**src/rtl/multicycle_sequencer.sv**
```systemverilog
// multicycle_sequencer
// Control FSM for a multi-cycle RV32I core. Walks each instruction through
// FETCH, DECODE, EXEC, MEM and WB over one shared memory port (req/ready),
// raises the per-state datapath capture enables, flags illegal opcodes and
// memory timeouts, and counts retired instructions.
module multicycle_sequencer #(
  parameter int OPWIDTH  = 7,
  parameter int CNTWIDTH = 32,
  parameter int TIMEOUT  = 255
) (
  input  logic                clk,
  input  logic                rst_n,
  input  logic                run,
  input  logic [OPWIDTH-1:0]  opcode,
  input  logic                br_taken,
  input  logic                mem_ready,
  output logic                mem_req,
  output logic                mem_we,
  output logic                iord,
  output logic                ir_write,
  output logic                mdr_write,
  output logic                aluout_write,
  output logic                pc_write,
  output logic [1:0]          pc_src,
  output logic                reg_write,
  output logic                mem_to_reg,
  output logic                halted,
  output logic [1:0]          err,
  output logic [CNTWIDTH-1:0] instret
);

  typedef enum logic [2:0] {
    ST_IDLE, ST_FETCH, ST_DECODE, ST_EXEC, ST_MEM, ST_WB, ST_HALT
  } state_t;

  localparam logic [OPWIDTH-1:0] OP_R      = OPWIDTH'(7'b0110011);
  localparam logic [OPWIDTH-1:0] OP_I      = OPWIDTH'(7'b0010011);
  localparam logic [OPWIDTH-1:0] OP_LOAD   = OPWIDTH'(7'b0000011);
  localparam logic [OPWIDTH-1:0] OP_STORE  = OPWIDTH'(7'b0100011);
  localparam logic [OPWIDTH-1:0] OP_BRANCH = OPWIDTH'(7'b1100011);
  localparam logic [OPWIDTH-1:0] OP_JAL    = OPWIDTH'(7'b1101111);
  localparam logic [OPWIDTH-1:0] OP_JALR   = OPWIDTH'(7'b1100111);
  localparam logic [OPWIDTH-1:0] OP_LUI    = OPWIDTH'(7'b0110111);
  localparam logic [OPWIDTH-1:0] OP_AUIPC  = OPWIDTH'(7'b0010111);

  localparam logic [1:0] ERR_NONE    = 2'd0;
  localparam logic [1:0] ERR_ILLEGAL = 2'd1;
  localparam logic [1:0] ERR_TIMEOUT = 2'd2;

  state_t              r_state;
  state_t              w_state_nxt;
  logic [7:0]          r_wait_cnt;
  logic [7:0]          w_wait_nxt;
  logic [1:0]          r_err;
  logic [1:0]          w_err_nxt;
  logic [CNTWIDTH-1:0] r_instret;
  logic                w_retire;

  logic w_is_load, w_is_store, w_is_branch, w_is_jal, w_is_jalr, w_legal;
  logic w_mem_phase, w_timeout;

  assign w_is_load   = (opcode == OP_LOAD);
  assign w_is_store  = (opcode == OP_STORE);
  assign w_is_branch = (opcode == OP_BRANCH);
  assign w_is_jal    = (opcode == OP_JAL);
  assign w_is_jalr   = (opcode == OP_JALR);
  assign w_legal     = (opcode == OP_R) || (opcode == OP_I) || w_is_load ||
                       w_is_store || w_is_branch || w_is_jal || w_is_jalr ||
                       (opcode == OP_LUI) || (opcode == OP_AUIPC);

  // A completing handshake beats the timeout, so the fault needs ready low.
  assign w_mem_phase = (r_state == ST_FETCH) || (r_state == ST_MEM);
  assign w_timeout   = (r_wait_cnt == 8'(TIMEOUT)) && !mem_ready;

  // State register.
  always_ff @(posedge clk) begin
    // NOTE: non-blocking so every register updates from pre-edge values.
    if (!rst_n) r_state <= ST_IDLE;
    else        r_state <= w_state_nxt;
  end

  // Next-state, fault code and retire decision.
  always_comb begin
    // NOTE: defaults first so every path assigns; otherwise latches appear.
    w_state_nxt = r_state;
    w_err_nxt   = r_err;
    w_retire    = 1'b0;
    case (r_state)
      ST_IDLE:   if (run) w_state_nxt = ST_FETCH;
      ST_FETCH: begin
        if (mem_ready) begin
          w_state_nxt = ST_DECODE;
        end else if (w_timeout) begin
          w_state_nxt = ST_HALT;
          w_err_nxt   = ERR_TIMEOUT;
        end
      end
      ST_DECODE: begin
        if (!w_legal) begin
          w_state_nxt = ST_HALT;
          w_err_nxt   = ERR_ILLEGAL;
        end else begin
          w_state_nxt = ST_EXEC;
        end
      end
      ST_EXEC: begin
        if (w_is_load || w_is_store) begin
          w_state_nxt = ST_MEM;
        end else if (w_is_branch) begin
          w_state_nxt = ST_FETCH;
          w_retire    = 1'b1;
        end else begin
          w_state_nxt = ST_WB;
        end
      end
      ST_MEM: begin
        if (mem_ready) begin
          if (w_is_load) begin
            w_state_nxt = ST_WB;
          end else begin
            w_state_nxt = ST_FETCH;
            w_retire    = 1'b1;
          end
        end else if (w_timeout) begin
          w_state_nxt = ST_HALT;
          w_err_nxt   = ERR_TIMEOUT;
        end
      end
      ST_WB: begin
        w_state_nxt = ST_FETCH;
        w_retire    = 1'b1;
      end
      ST_HALT:   w_state_nxt = ST_HALT;
      default:   w_state_nxt = ST_IDLE;
    endcase
  end

  // Wait counter: restarts on any state change, counts stalled request cycles.
  always_comb begin
    w_wait_nxt = r_wait_cnt;
    if (w_state_nxt != r_state)        w_wait_nxt = 8'd0;
    else if (w_mem_phase && !mem_ready) w_wait_nxt = r_wait_cnt + 8'd1;
  end

  // Wait counter, fault code and retired-instruction counter registers.
  always_ff @(posedge clk) begin
    if (!rst_n) begin
      r_wait_cnt <= 8'd0;
      r_err      <= ERR_NONE;
      r_instret  <= '0;
    end else begin
      r_wait_cnt <= w_wait_nxt;
      r_err      <= w_err_nxt;
      if (w_retire) r_instret <= r_instret + CNTWIDTH'(1);
    end
  end

  // Per-state datapath enables and memory handshake outputs.
  always_comb begin
    mem_req      = 1'b0;
    mem_we       = 1'b0;
    iord         = 1'b0;
    ir_write     = 1'b0;
    mdr_write    = 1'b0;
    aluout_write = 1'b0;
    pc_write     = 1'b0;
    pc_src       = 2'd0;
    reg_write    = 1'b0;
    mem_to_reg   = 1'b0;
    halted       = 1'b0;
    case (r_state)
      ST_FETCH: begin
        mem_req  = 1'b1;
        ir_write = mem_ready;
      end
      ST_EXEC: begin
        aluout_write = 1'b1;
        pc_write     = 1'b1;
        if (w_is_jal || (w_is_branch && br_taken)) pc_src = 2'd1;
        else if (w_is_jalr)                         pc_src = 2'd2;
      end
      ST_MEM: begin
        mem_req   = 1'b1;
        iord      = 1'b1;
        mem_we    = w_is_store;
        mdr_write = w_is_load && mem_ready;
      end
      ST_WB: begin
        reg_write  = 1'b1;
        mem_to_reg = w_is_load;
      end
      ST_HALT:  halted = 1'b1;
      default: ;
    endcase
  end

  assign err     = r_err;
  assign instret = r_instret;

endmodule

```
**config.mk**
```make
export PLATFORM = sky130hd
export DESIGN_NAME = multicycle_sequencer
export DESIGN_NICKNAME = d
export VERILOG_FILES = /design/src/rtl/multicycle_sequencer.sv
export SDC_FILE = /design/constraint.sdc
export NUM_CORES = 1
export LEC_CHECK = 0
export CORE_ASPECT_RATIO = 0.75
export CORE_MARGIN = 5
export CORE_UTILIZATION = 40
export CTS_BUF_LIST = sky130_fd_sc_hd__clkbuf_4 sky130_fd_sc_hd__clkbuf_8 sky130_fd_sc_hd__clkbuf_16
export CTS_CLUSTER_SIZE = 25
export DETAILED_ROUTE_END_ITERATION = 8
export PLACE_DENSITY = 0.69
export SETUP_SLACK_MARGIN = 0.5
export SLEW_MARGIN = 20
export SYNTH_ARGS = -nofsm -noshare
export SYNTH_HDL_FRONTEND = slang
export SYNTH_SLANG_ARGS = --single-unit
export TNS_END_PERCENT = 100
```
**constraint.sdc**
```tcl
create_clock -name clk -period 2.6 [get_ports clk]
set_clock_uncertainty 0.15 [all_clocks]
set_input_delay 0.39 -clock clk [delete_from_list [all_inputs] [get_ports clk]]
set_output_delay 0.39 -clock clk [all_outputs]
set_load 0.005 [all_outputs]
```
==> flow_summary.toml <==
[outcome]
status = "completed"

[global_route]
grt_pass1_wl_mm = 12.6
grt_pass1_vias = 2594
grt.overflow.total = 0
grt_antenna_before_repair = 0
globalRouteTotalUtil_pct = 19.2
grt_max_degree = 29

[synthesis]
synth-edff-count = 0
synth_flop_cell = "dfxtp_1"
syn_area_sq_um = 2510
synthesis.instances = 308
synth_seq_area_share_pct = 35.9
ys_top_cells_by_area = "dfxtp_1 36%, a21oi_1 4.6%, nor2_1 3.9%, nor3_1 3.8%, o31ai_1 3.6%"
yosys_register_bits = 45
synth_nets = 322
synth_top_cell_by_area = "dfxtp_1"
ys_async_sr_fraction_pct = 0
avgSynthCellArea_sq_um = 8.14
synth_cell_types = 51
synth_top_area_share_pct = 35.9
yosysWarnings = 0

[worst_hold_path]
hold_class = "reg -> reg"
hold_path_depth = 2
holdPathEnd = "instret[31]"
min_from = "instret[31]"

[power_and_ir_drop]
p_sw_uw = 389
p_seq_share_pct = 44.1
clkPwrFrac_pct = 39.5
total_power_uw = 1600
pwr_density_cell_nw_per_um2 = 401
ir_drop_v = 0.000210
p_leak_uw = 0.00151
comb_power_share_pct = 16.4
power_switching_share_pct = 24.3
p_int_uw = 1210

[cts]
cts_buffers = 5
cts.htree.levels = 2
cts_root_buffer = "clkbuf_8"
cts.sinks = 45
cts_tree = "built"
cts_buffer_depth = 2
clk_latency_ns = 0.30
path_clk_slew_ns = 0.09
holdBufCountCts = 0

[finish]
area_delta_synth_final_pct = 59.2
nets = 441
fillers = 528
antenna_cells = 0
drive_gt1_share_pct = 27.8
fin_cells = 509

[placed_design]
gp_congestion = 0.837
pre_cts_slack_ns = -0.0877
portBuffers = 57
place_inst = 469
hpwlAfterDp_mm = 5.33

[route]
avgViaCountPerCell = 5.68
wirelength_mm = 8.15
routedWlPerCell_um = 16.0
drc = 0
vias = 2893
drt-initial-drc-count = 184
postRouteAntennaNets = 0
first_pass_iters = 5

[setup_path]
start_kind = "flip-flop"
cp-startpoint = "r_state[2]"
cp.arrival_ns = 2.31
r2r_slack_ns = 0.37
rr_worst_depth = 8
path_class = "reg -> reg"
crit_required_ns = 2.69
slowest_delay_ns = 0.50
cpMostUsedCell = "buf_6"
cp_slowest_cell = "or4_1"
cp-end-kind = "flip-flop"
critical_path.cell_chain = "nand3b_1 -> buf_6 -> o31ai_4 -> buf_4 -> buf_6 -> o211ai_4 -> or4_1 -> a21oi_1"
r2r-start = "r_state[2]"
reg2reg_to = "instret[24]"
cp_max_fo = 4

[die]
row_count = 25
chipWidth_um = 101
dieHeight_um = 78.6
dieArea_sq_um = 7960
coreArea_sq_um = 6190
pin_count = 58
start_util_pct = 40.5

[timing]
setup_ws_ns = 0.372
setup_viol = 0
rsz0062_at_grt = "true"
timing.fmax_mhz = 449
finalMaxSlewViolations = 0
max_slew_margin_pct = 71.8
hold_viol = 0
fin_crit_ns = 2.23
tightestPinTransition_ns = 0.419
totalNegativeSetupSlack_ns = 0
min_period_over_period_pct = 85.7

[job]
drv_cap = 0
==> stage by stage <==
stage | utilization [%] | area, sq um | hold WS, ns
after floorplan | - | 2510 | 0.318
after global placement | 55.0 | 3400 | 0.319
after detailed placement | 55.0 | 3400 | 0.333
after CTS | 61.4 | 3800 | 0.348
after global routing | 64.4 | 3990 | 0.373
final | 64.4 | 3990 | 0.344
==> flip-flops by register name (all words and copies together) (netlist names) <==
name,cells
err,2
instret,32
r_state,3
r_wait_cnt,8
==> area by class of cell <==
type | count | area, sq um | area share [%]
Multi-Input combinational cell | 235 | 1670 | 41.8
Timing Repair Buffer | 126 | 1120 | 28.1
Sequential cell | 45 | 915 | 22.9
Tap cell | 81 | 101 | 2.54
Clock buffer | 5 | 68.8 | 1.72
Clock inverter | 3 | 65.1 | 1.63
Inverter | 14 | 52.6 | 1.32
==> worst max path at each step <==
stage	to	slack [ns]	depth (start not counted)
after global placement	instret[16]	-0.04	7
after detailed placement	instret[18]	-0.09	7
after global routing	instret[10]	0.27	9
after floorplan	instret[21]	0.53	7
after CTS	pc_src[1]	0.29	5
final	instret[24]	0.37	8
==> cell usage after synthesis, types with 3 or more instances <==
master      n
a21oi_1    23
and3_1      4
or3_1      11
or4_1       8
nand3b_1    4
nand4_1    10
nor3_1     19
o21a_1      6
xor2_1      8
nor2_1     26
nand3_1    11
o31ai_1    12
o211a_1     3
dfxtp_1    45
nand2b_1    6
nand2_1    17
inv_1      14
o21ai_0    15
clkbuf_1   11
a31oi_1     3
o2111ai_1   6
xnor2_1     8
==> logic make-up after synthesis <==
| kind of cell | synth area share (%) |
|---|---|
| flops | 35.9 |
| compound gates | 24.1 |
| mux | 0.799 |
| simple gates | 28.1 |
| buf+inv | 4.44 |
| xor+xnor | 5.59 |
| fa+ha+maj | 0.998 |
==> power by group through the flow <==
stage	sequential, uW	combinational (uW)	clock (uW)
2_1_floorplan	721	103	0
3_3_place_gp	719	199	0
3_5_place_dp	720	201	0
4_1_cts	704	226	635
5_1_grt	708	281	661
6_report	706	262	633
==> critical path, delay by kind of cell, from the launching register on <==
family / cells / cell delay (ns)
AOI/OAI and AO/OA: 3 / 0.49
and+or+nand+nor: 2 / 0.74
DFF: 1 / 0.33
buffers and inverters: 3 / 0.45
==> routing by layer <==
metal	up-vias	track usage (%)	share of wire [%]
li1	1400	-	-
met1	1389	28.0	48
met2	94	29.6	46
met3	10	3.37	5.5
met4	0	4.12	1.0
met5	-	0	0
==> cell usage in the layout (no fill, tap or decap), types with 9 or more instances in the layout <==
| cell | synthesis | routed |
|---|---|---|
| a21oi_1 | 23 | 20 |
| buf_4 | 1 | 53 |
| buf_6 | 0 | 15 |
| clkdlybuf4s50_1 | 0 | 40 |
| dfxtp_1 | 45 | 36 |
| dlygate4sd2_1 | 0 | 9 |
| inv_1 | 14 | 13 |
| nand2_1 | 17 | 17 |
| nand3_1 | 11 | 10 |
| nand4_1 | 10 | 10 |
| nor2_1 | 26 | 25 |
| nor3_1 | 19 | 16 |
| o21ai_0 | 15 | 15 |
| o31ai_1 | 12 | 11 |
==> repair_timing <==
item / in CTS / in global routing
cloned: 0 / 0
endpoints found under the setup margin: 48 / 41
resized for setup: 50 / 33
buffers inserted: 15 / 17
pin swaps: 17 / 17
(Power assumes the default switching activity.)
